[config.mk]
export PLATFORM = sky130hd
export DESIGN_NAME = pll_lock_supervisor
export DESIGN_NICKNAME = d
export VERILOG_FILES = /design/src/rtl/pll_sup_pkg.sv /design/src/rtl/sync_2ff.sv /design/src/rtl/pll_lock_supervisor.sv
export SDC_FILE = /design/constraint.sdc
export NUM_CORES = 1
export LEC_CHECK = 0
export BUFFER_PORTS_ARGS = -buffer_cell sky130_fd_sc_hd__buf_4
export CORE_AREA = 2 2 55 57
export CTS_CLUSTER_SIZE = 16
export DETAILED_ROUTE_END_ITERATION = 8
export DIE_AREA = 0 0 57 59
export GPL_ROUTABILITY_DRIVEN = 1
export PLACE_DENSITY_LB_ADDON = 0.12
export SLEW_MARGIN = 20
export SYNTH_ARGS = -nofsm -noshare
export SYNTH_HDL_FRONTEND = slang
export SYNTH_SLANG_ARGS = --single-unit
[constraint.sdc]
create_clock -name refclk -period 2.7 [get_ports refclk]
set_clock_uncertainty 0.1 [all_clocks]
set_input_delay 0.27 -clock refclk [delete_from_list [all_inputs] [get_ports refclk]]
set_output_delay 0.27 -clock refclk [all_outputs]
set_load 0.02 [all_outputs]
[src/rtl/pll_sup_pkg.sv]
// Shared definitions for the PLL lock supervisor: state encoding and widths.
package pll_sup_pkg;

  localparam int STATE_W = 3;
  localparam int RETRY_W = 4;

  typedef logic [STATE_W-1:0] state_t;

  localparam state_t ST_PLLRST    = 3'd0;
  localparam state_t ST_WAIT_LOCK = 3'd1;
  localparam state_t ST_STABLE    = 3'd2;
  localparam state_t ST_RUN       = 3'd3;
  localparam state_t ST_FAIL      = 3'd4;

  // Largest of the three cycle parameters; sizes the shared timer.
  function automatic int max3(input int a, input int b, input int c);
    int m;
    m = (a > b) ? a : b;
    return (m > c) ? m : c;
  endfunction

endpackage

[src/rtl/sync_2ff.sv]
// Two-flop synchronizer for a single asynchronous level, cleared by a synchronous reset.
module sync_2ff (
  input  logic clk,
  input  logic rst,
  input  logic d,
  output logic q
);

  logic meta;

  // Shift the asynchronous input through two flops before anyone looks at it.
  always_ff @(posedge clk) begin
    if (rst) begin
      meta <= 1'b0;
      q    <= 1'b0;
    end else begin
      meta <= d;
      q    <= meta;
    end
  end

endmodule

[src/rtl/pll_lock_supervisor.sv]
// PLL sequencer: pulses the PLL reset, qualifies lock for a programmed time,
// then releases core reset. Lock timeouts trigger bounded re-resets, then FAIL.
module pll_lock_supervisor
  import pll_sup_pkg::*;
#(
  parameter int RST_PULSE_CYCLES    = 16,
  parameter int LOCK_STABLE_CYCLES  = 1024,
  parameter int LOCK_TIMEOUT_CYCLES = 65536,
  parameter int MAX_RETRIES         = 3
) (
  input  logic               refclk,
  input  logic               rst,
  input  logic               pll_locked,
  input  logic               relock_req,
  output logic               pll_rst,
  output logic               core_rst,
  output logic               ready,
  output logic               fail,
  output logic [RETRY_W-1:0] retry_cnt,
  output logic               lock_lost
);

  localparam int TMR_W = $clog2(max3(RST_PULSE_CYCLES, LOCK_STABLE_CYCLES,
                                     LOCK_TIMEOUT_CYCLES)) + 1;

  localparam logic [TMR_W-1:0]   RST_LAST    = TMR_W'(RST_PULSE_CYCLES - 1);
  localparam logic [TMR_W-1:0]   STABLE_LAST = TMR_W'(LOCK_STABLE_CYCLES - 1);
  localparam logic [TMR_W-1:0]   TIMEOUT_LAST = TMR_W'(LOCK_TIMEOUT_CYCLES - 1);
  localparam logic [RETRY_W-1:0] RETRY_MAX   = RETRY_W'(MAX_RETRIES);

  logic               locked_s;
  state_t             state, state_nxt;
  logic [TMR_W-1:0]   tmr, tmr_nxt;
  logic [RETRY_W-1:0] retry_nxt;
  logic               lost_nxt;
  logic               pll_rst_nxt, core_rst_nxt, ready_nxt, fail_nxt;

  sync_2ff u_lock_sync (
    .clk (refclk),
    .rst (rst),
    .d   (pll_locked),
    .q   (locked_s)
  );

  // State register plus registered outputs decoded from the next state.
  // NOTE: sequential state uses non-blocking assignments so every flop samples pre-edge values.
  always_ff @(posedge refclk) begin
    if (rst) begin
      state     <= ST_PLLRST;
      tmr       <= '0;
      retry_cnt <= '0;
      lock_lost <= 1'b0;
      pll_rst   <= 1'b1;
      core_rst  <= 1'b1;
      ready     <= 1'b0;
      fail      <= 1'b0;
    end else begin
      state     <= state_nxt;
      tmr       <= tmr_nxt;
      retry_cnt <= retry_nxt;
      lock_lost <= lost_nxt;
      pll_rst   <= pll_rst_nxt;
      core_rst  <= core_rst_nxt;
      ready     <= ready_nxt;
      fail      <= fail_nxt;
    end
  end

  // Next-state logic; the single timer is cleared whenever a state is entered.
  always_comb begin
    // NOTE: every signal gets a default first so no path leaves it unassigned (no latches).
    state_nxt = state;
    tmr_nxt   = tmr + 1'b1;
    retry_nxt = retry_cnt;
    lost_nxt  = 1'b0;
    unique case (state)
      ST_PLLRST: begin
        if (tmr == RST_LAST) begin
          state_nxt = ST_WAIT_LOCK;
          tmr_nxt   = '0;
        end
      end
      ST_WAIT_LOCK: begin
        if (locked_s) begin
          state_nxt = ST_STABLE;
          tmr_nxt   = '0;
        end else if (tmr == TIMEOUT_LAST) begin
          tmr_nxt = '0;
          if (retry_cnt == RETRY_MAX) begin
            state_nxt = ST_FAIL;
          end else begin
            state_nxt = ST_PLLRST;
            retry_nxt = retry_cnt + 1'b1;
          end
        end
      end
      ST_STABLE: begin
        if (!locked_s) begin
          state_nxt = ST_WAIT_LOCK;
          tmr_nxt   = '0;
        end else if (tmr == STABLE_LAST) begin
          state_nxt = ST_RUN;
          tmr_nxt   = '0;
          retry_nxt = '0;
        end
      end
      ST_RUN: begin
        tmr_nxt = '0;
        // Lock loss takes priority over a simultaneous relock request.
        if (!locked_s) begin
          state_nxt = ST_PLLRST;
          lost_nxt  = 1'b1;
        end else if (relock_req) begin
          state_nxt = ST_PLLRST;
        end
      end
      ST_FAIL: begin
        tmr_nxt = '0;
        if (relock_req) begin
          state_nxt = ST_PLLRST;
          retry_nxt = '0;
        end
      end
      default: begin
        state_nxt = ST_PLLRST;
        tmr_nxt   = '0;
      end
    endcase
  end

  // Output decode from the next state, so outputs move on the same edge as the state.
  always_comb begin
    pll_rst_nxt  = (state_nxt == ST_PLLRST);
    core_rst_nxt = (state_nxt != ST_RUN);
    ready_nxt    = (state_nxt == ST_RUN);
    fail_nxt     = (state_nxt == ST_FAIL);
  end

endmodule

==> After elaboration in Yosys (flattened, before gate mapping) <==
Cells that the tools add are included.
{ "word_totals": {"reg_bits": 31, "latchBits": 0, "ram_bits": 0, "mem_bits_ro": 0, "inputBits": 4, "out_inout_bits": 9, "n_memories": 0} }
{ "classes": {"add_sub_neg": 2, "multipliers": 0, "n_div": 0, "order_cmp": 0, "eq_ne": 17, "n_shift": 0, "muxes": 23, "n_bitwise": 1, "reduce_logical": 5} }
{ "ops": {"columns": ["operator", "n"], "rows": [
  ["two-way mux 17 bit", 5],
  ["case mux 17 bit (3 select lines)", 1],
  ["two-way mux 3 bit", 8],
  ["two-way mux 4 bit", 6],
  ["adder 17 x 1 -> 17 bit (second input constant)", 1],
  ["equality test 17 x 10 -> 1 bit (second input constant)", 1],
  ["equality test 17 x 16 -> 1 bit (second input constant)", 1],
  ["equality test 17 x 4 -> 1 bit (second input constant)", 1],
  ["case mux 3 bit (5 select lines)", 1],
  ["case mux 4 bit (3 select lines)", 1],
  ["inequality test 2 bit (second input constant)", 5],
  ["equality test 3 x 2 -> 1 bit (second input constant)", 3],
  ["AND reduction 7 bit", 1],
  ["equality test 3 bit (second input constant)", 2],
  ["zero test 3 bit", 2],
  ["adder 4 x 1 -> 4 bit (second input constant)", 1],
  ["equality test 4 x 2 -> 1 bit (second input constant)", 1],
  ["equality test 3 x 1 -> 1 bit (second input constant)", 1],
  ["inequality test 3 x 2 -> 1 bit (second input constant)", 1],
  ["nonzero test 3 bit", 1],
  ["inequality test 2 x 1 -> 1 bit (second input constant)", 1],
  ["OR reduction 2 bit", 1],
  ["two-way mux 1 bit", 1],
  ["inverter 1 bit", 1]
]} }

==> Depth between registers and ports, before layout <==
Gate-level depths: netlist (run 1).
{ "logic_depth": {"ltp_word": 6, "mapped_depth": 12, "ltp_nobuf": 11} }

==> Cells and area by module <==
A second synthesis (run 1) with hierarchy kept.
{ "unflattened": {"cells_unflattened": 172, "area_unflattened_um2": 1471.4} }
{ "by_module_without_submodules": {"columns": ["module", "n_inst", "cells_per_inst", "area_per_inst_um2"], "rows": [
  ["pll_lock_supervisor", 1, 168, 1418.9],
  ["sync_2ff", 1, 4, 52.6]
]} }

==> Worst setup path before layout (run 1) <==
Ideal clock, no wire load.
{ "synth_timing": {"kind": "register to register", "from": "register tmr[0]", "to": "register retry_cnt[1]", "arrival_ns": 2.117, "path_slack_ns": 0.412, "path_stages_with_launch": 12, "n_path_buf": 1, "period_less_slack_ns": 2.288, "cell_sequence": "dfxtp_1 -> ha_1 -> and4_1 -> and3_1 -> clkbuf_2 -> nand3_1 -> inv_1 -> ha_1 -> nor3b_1 -> nor2_1 -> a21oi_1 -> mux2i_1"} }
{ "synth_between": {"elab_chain_len": 3} }
{ "synth_rtl": {"columns": ["element", "line", "source"], "rows": [
  ["start, declared", "pll_lock_supervisor.sv:33", "logic [TMR_W-1:0] tmr, tmr_nxt;"],
  ["start signal, assigned", "pll_lock_supervisor.sv:59", "tmr <= tmr_nxt;"],
  ["equality test 17 x 10 -> 1 bit or equality test 17 x 16 -> 1 bit (tied branches)", "pll_lock_supervisor.sv:101, pll_lock_supervisor.sv:87", null],
  ["inequality test 2 bit (no line)", null, null],
  ["AND reduction 7 bit (no line) *", null, null],
  ["end signal, assigned", "pll_lock_supervisor.sv:60", "retry_cnt <= retry_nxt;"],
  ["end, declared", "pll_lock_supervisor.sv:19", "output logic [RETRY_W-1:0] retry_cnt,"]
]} }
Every way passes the cells marked *; elsewhere a longest branch is shown, timed or not.
A chain may end at the register's enable or synchronous reset.

==> Worst setup path in the final report (run 1) <==
Ends and elaborated chain as after synthesis.

==> results of run 1 <==
## cells by family (layout without fill, tap and decap cells)
family | after synthesis | in the layout | share of synthesized area [%]
fa+ha+maj | 4 | 4 | 3.35
flops | 31 | 31 | 41.5
buf+inv | 10 | 25 | 4.77
compound gates | 19 | 19 | 9.96
xor+xnor | 14 | 14 | 8.20
simple gates | 84 | 84 | 31.5
mux | 1 | 1 | 0.669
## layout make-up
cell class	instances	area, um^2
well taps	31	38.8
inverters	4	15.0
fillers	242	1060
flip-flops and latches	31	621
repair buffers	13	97.6
multi-input cells	122	808
clock buffers	8	68.8
## worst paths after layout
| check | startpoint | to | slack (ns) | cells past startpoint |
|---|---|---|---|---|
| setup / recovery | tmr[0]$_SDFF_PP0_ | retry_cnt[1]$_SDFFE_PP0P_ | 0.28 | 10 |
| hold / removal | pll_locked | u_lock_sync.meta$_SDFF_PP0_ | 0.05 | 2 |
| setup reg to reg | tmr[0]$_SDFF_PP0_ | retry_cnt[1]$_SDFFE_PP0P_ | 0.28 | 10 |
| hold reg to reg | u_lock_sync.meta$_SDFF_PP0_ | u_lock_sync.q$_SDFF_PP0_ | 0.36 | 1 |
## power by group through the flow
stage          Clock (mW)  Sequential [mW]  Combinational [mW]
6_report            0.306            0.468              0.0233
5_1_grt             0.333            0.468              0.0270
4_1_cts             0.311            0.467              0.0233
3_5_place_dp            0            0.478              0.0232
3_3_place_gp            0            0.478              0.0223
2_1_floorplan           0            0.477              0.0180
## cells in the final DEF (no fill, tap or decap), types with 5 or more instances in the layout
cell type	count
a21oi_1	6
buf_4	13
clkbuf_4	5
dfxtp_1	31
nand2_1	10
nand3_1	6
nor2_1	23
nor2b_1	6
nor3_1	6
xor2_1	10
## state kept, by name, summed over array words and instances (netlist names)
register          flops
fail                  1
state                 3
pll_rst               1
ready                 1
retry_cnt             4
tmr                  17
u_lock_sync.meta      1
core_rst              1
lock_lost             1
u_lock_sync.q         1
## per-layer routing
metal  up-vias  routed length (um)  track usage, %
met4         0                  38            9.30
met2        18                1350            33.3
met5         -                   0               0
li1        600                   -               -
met1       580                1250            20.9
met3         5                 105            4.59
## critical path, cell delays in order (launching register included)
cell and delay, ns:
dfxtp_1 0.38, ha_1 0.21, and4_1 0.24, and3_2 0.27
nand3_1 0.11, inv_1 0.07, ha_1 0.19, nor3b_1 0.27
nor2_1 0.09, a21oi_2 0.21, mux2i_1 0.21
## through the flow
step | cell area (um^2) | setup WS [ns]
after detailed placement | 1580 | 0.121
after global routing | 1650 | 0.0464
final | 1650 | 0.284
after floorplan | 1500 | 0.412
after CTS | 1640 | 0.104
after global placement | 1580 | 0.270
==> results.yml, run 1 <==
status:
  outcome: "finished, final reports clean"
synth:
  yosys.area.top_type_share_pct: 41.5
  synth_top_cell_by_area: "dfxtp_1"
  syn_area_per_cell_um2: 9.17
  synth_edf_count: 0
  async_flop_share_pct: 0
  synth_cells: 163
  synth.yosys.warnings: 0
  synth_commonest_cells: "dfxtp_1, nor2_1, nand2_1, xor2_1, a21oi_1"
  synthesis.area_um2: 1500
  synth.distinct_cells: 43
  synth_fp_nets: 171
  synth.ff_latch_count: 31
  synth_area_leaders: "dfxtp_1, xor2_1, nor2_1, ha_1, nand2_1"
  synth_top_flop_cell: "dfxtp_1"
  synth_most_common_cell: "dfxtp_1"
  yosysSeqAreaShare_pct: 41.5
worst_setup_path:
  critPathRequiredTime_ns: 2.86
  end_kind: "flop"
  worstSetupPathType: "flop to flop"
  worstSetupStartpointType: "flop"
  cp_max_fo: 7
  cp.arrival_ns: 2.57
global_route:
  grt_usage_pct: 18.7
  grt.overflow.total: 0
  grt_pass1_wl_um: 4900
  grt_pass1_vias: 1179
  antenna_found_initial: 0
  grt_max_degree: 17
clocking:
  clock_path_buffers: 2
  cts.sinks: 31
  numCtsBuffers: 5
  cts_resized: 0
  path_clk_slew_ns: 0.09
  cts-hold-fix-buffers: 0
  cts_setup_buffers: 0
  htreeDepth: 2
  cts_tree: "yes"
  clk_latency_ns: 0.33
  cts_root_buf: "clkbuf_4"
finish:
  utilization_pct: 60.8
  antenna_cells: 0
  instances_no_fill: 209
  layout-drive-gt1-share_pct: 17.4
  syn_to_final_growth_pct: 10.3
  layout.nets: 185
sta:
  period_minus_slack_ns: 2.42
  worst_pin_slew_ns: 0.420
  hold_slack_ns: 0.0527
  final.period_utilization_pct: 89.5
  finalSetupViolCount: 0
  rsz0062_at_grt: "no"
  clock.fmax_mhz: 414
  hold_viol: 0
  setup_tns_ns: 0
  finalMaxSlewViolations: 0
  relSlewSlack_pct: 71.9
routing:
  wl_um: 2740
  vias: 1203
  postRouteAntennaNets: 0
  drtIter0Drc: 25
  drt_first_pass_iters: 4
  route.detailed.drc: 0
  wl_per_cell_um: 13.1
  viasPerCell: 5.76
pwr:
  netSwitchingPower_mw: 0.171
  power_frac_seq_pct: 58.7
  power.share.combinational_pct: 2.9
  vdd_drop_max_mv: 0.449
  p_clk_share_pct: 38.4
  power_density_nw_per_um2: 483
  p_leak_nw: 0.632
  fin_total_pwr_mw: 0.796
  p_sw_share_pct: 21.4
  intPower_mw: 0.626
floorplan:
  die_w_um: 57
  core-area_um2: 2710
  rows: 19
  start_util_pct: 55.2
  fp.dieH_um: 59
  die_area_um2: 3360
  pin_count: 13
place:
  dp_cells: 201
  gp_congestion: 0.801
  port_buffers: 12
  dp_hpwl_um: 1950
worst_hold_path:
  min_path_type: "primary input to flop"
flow_run:
  drv_cap: 0
Note: power is estimated with default switching activity, not from simulation.
==> run 2, diff against run 1 <==
Settings changed: CORE_AREA 2 2 55 57 to 2 2 57 59, DIE_AREA 0 0 57 59 to 0 0 59 61, PLACE_DENSITY set to 0.72, PLACE_DENSITY_LB_ADDON 0.12 to not set, REMOVE_ABC_BUFFERS set to 1.
Clock period 2.7 ns to 2.1 ns, I/O delays scaled along.
==> results.yml, run 2 (same netlist as run 1, synthesis figures left out) <==
status:
  outcome: "finished, violations left"
  violations: "negative setup slack"
sta:
  period_minus_slack_ns: 2.10
  worst_slack_ns: -0.00154
  worst_pin_slew_ns: 0.542
  finalMaxSlewViolations: 0
  hold_viol: 0
  relSlewSlack_pct: 63.8
  rsz0062_at_grt: "yes"
  final.period_utilization_pct: 100
  clock.fmax_mhz: 476
  finalSetupViolCount: 1
  setup_tns_ns: -0.00154
floorplan:
  die_area_um2: 3600
  die_w_um: 59
  rows: 20
  pin_count: 13
  fp.dieH_um: 61
  core-area_um2: 2950
  start_util_pct: 50.6
worst_setup_path:
  worstSetupStartpointType: "flop"
  r2r_cells: 10
  cp.arrival_ns: 2.22
  r2r_slack_ns: -0.002
  worstReg2RegStart: "tmr[1]$_SDFF_PP0_"
  cp_max_fo: 8
  end_kind: "flop"
  r2r-end: "tmr[4]$_SDFF_PP0_"
  worstSetupPathType: "flop to flop"
  critPathRequiredTime_ns: 2.22
global_route:
  grt_usage_pct: 20.0
  grt.overflow.total: 0
  grt_pass1_wl_um: 5250
  antenna_found_initial: 0
  grt_max_degree: 17
  grt_pass1_vias: 1235
clocking:
  path_clk_slew_ns: 0.09
  cts.sinks: 31
  clk_latency_ns: 0.33
  cts_tree: "yes"
  clock_path_buffers: 2
  htreeDepth: 2
  cts_root_buf: "clkbuf_4"
  numCtsBuffers: 5
place:
  dp_cells: 227
  port_buffers: 12
  dp_hpwl_um: 2220
  gp_congestion: 0.810
pwr:
  vdd_drop_max_mv: 0.299
  power_density_nw_per_um2: 487
  p_leak_nw: 0.790
finish:
  layout.nets: 216
  utilization_pct: 67.1
  syn_to_final_growth_pct: 32.5
  final_cell_mix: "buf_4, dfxtp_1, nor2_1"
  largest_registers: "tmr x17, retry_cnt x4, state x3"
  antenna_cells: 0
  largest_register_ffs: 17
  instances_no_fill: 240
  layout-drive-gt1-share_pct: 35.7
  largest_register: "tmr"
  mostFrequentLayoutCell: "buf_4"
routing:
  wl_um: 3330
  viasPerCell: 5.50
  wl_per_cell_um: 13.9
  vias: 1319
  postRouteAntennaNets: 0
  drt_first_pass_iters: 6
  route.detailed.drc: 0
  drtIter0Drc: 55
worst_hold_path:
  min_to: "u_lock_sync.meta$_SDFF_PP0_"
  min_path_type: "primary input to flop"
  timing.hold.worst.start: "rst"
  min_path_cells: 2
flow_run:
  drv_cap: 0
[run 2: cell types whose count changed in the layout (fill, tap and decap cells not counted), sizes merged]
cell,change
dlygate4sd3,+1
clkbuf,-1
buf,+29
[run 2: through the flow]
stage	instance area, um^2	setup WS, ns	hold WS [ns]	power, mW
after floorplan	1440	-0.175	0.182	0.630
after global routing	1980	-0.0716	0.00558	1.01
final	1980	-0.00154	0.0303	0.965
after CTS	1850	0.0327	0.00890	0.964
after global placement	1770	-0.0249	0.322	0.655
after detailed placement	1770	-0.0778	0.327	0.658
[run 2: power breakdown]
part	switching, mW	internal [mW]	total (mW)
Sequential	0.00494	0.595	0.600
Combinational	0.0263	0.0346	0.0609
Clock	0.185	0.119	0.304
Total	0.216	0.748	0.965
[run 2: critical path: stages, from the launching register on]
cell       delay [ns]
dfxtp_2          0.36
ha_4             0.14
and4_1           0.18
and3_4           0.20
nand3_4          0.08
inv_4            0.07
ha_4             0.16
nor2_4           0.04
o311ai_4         0.39
clkbuf_16        0.23
nor2_1           0.05
[run 2: what timing repair did]
action | in CTS | in global routing
gates cloned | 0 | 1
setup buffers | 2 | 3
hold buffers | 1 | 0
gates resized for setup | 5 | 18
pin swaps | 5 | 7
setup endpoints to repair | 6 | 24
hold endpoints to repair | 1 | 0
[run 2: worst max path at each step]
stage | startpoint | to | slack (ns) | depth (start not counted)
global placement | tmr[0]$_SDFF_PP0_ | pll_rst$_SDFF_PP1_ | -0.02 | 11
floorplan | tmr[0]$_SDFF_PP0_ | retry_cnt[1]$_SDFFE_PP0P_ | -0.17 | 10
detailed placement | tmr[1]$_SDFF_PP0_ | retry_cnt[1]$_SDFFE_PP0P_ | -0.08 | 11
CTS | tmr[0]$_SDFF_PP0_ | pll_rst$_SDFF_PP1_ | 0.03 | 10
global route | retry_cnt[0]$_SDFFE_PP0P_ | retry_cnt[3]$_SDFFE_PP0P_ | -0.07 | 7
finish | tmr[1]$_SDFF_PP0_ | tmr[4]$_SDFF_PP0_ | -0.002 | 10
[run 2: layout make-up]
| class | count | area, um^2 |
|---|---|---|
| multi-input combinational | 122 | 893 |
| tap | 33 | 41.3 |
| clock buffer | 6 | 41.3 |
| fill | 254 | 972 |
| sequential | 31 | 624 |
| timing repair buffer | 44 | 363 |
| inverter | 4 | 17.5 |
[run 2: metal layers]
layer  GRT usage [%]  vias up  share of wire [%]
met5               0        -                  0
met4            8.44        0                1.6
met3            8.53        6                3.3
met2            32.9       28                 53
met1            22.8      618                 43
li1                -      667                  -
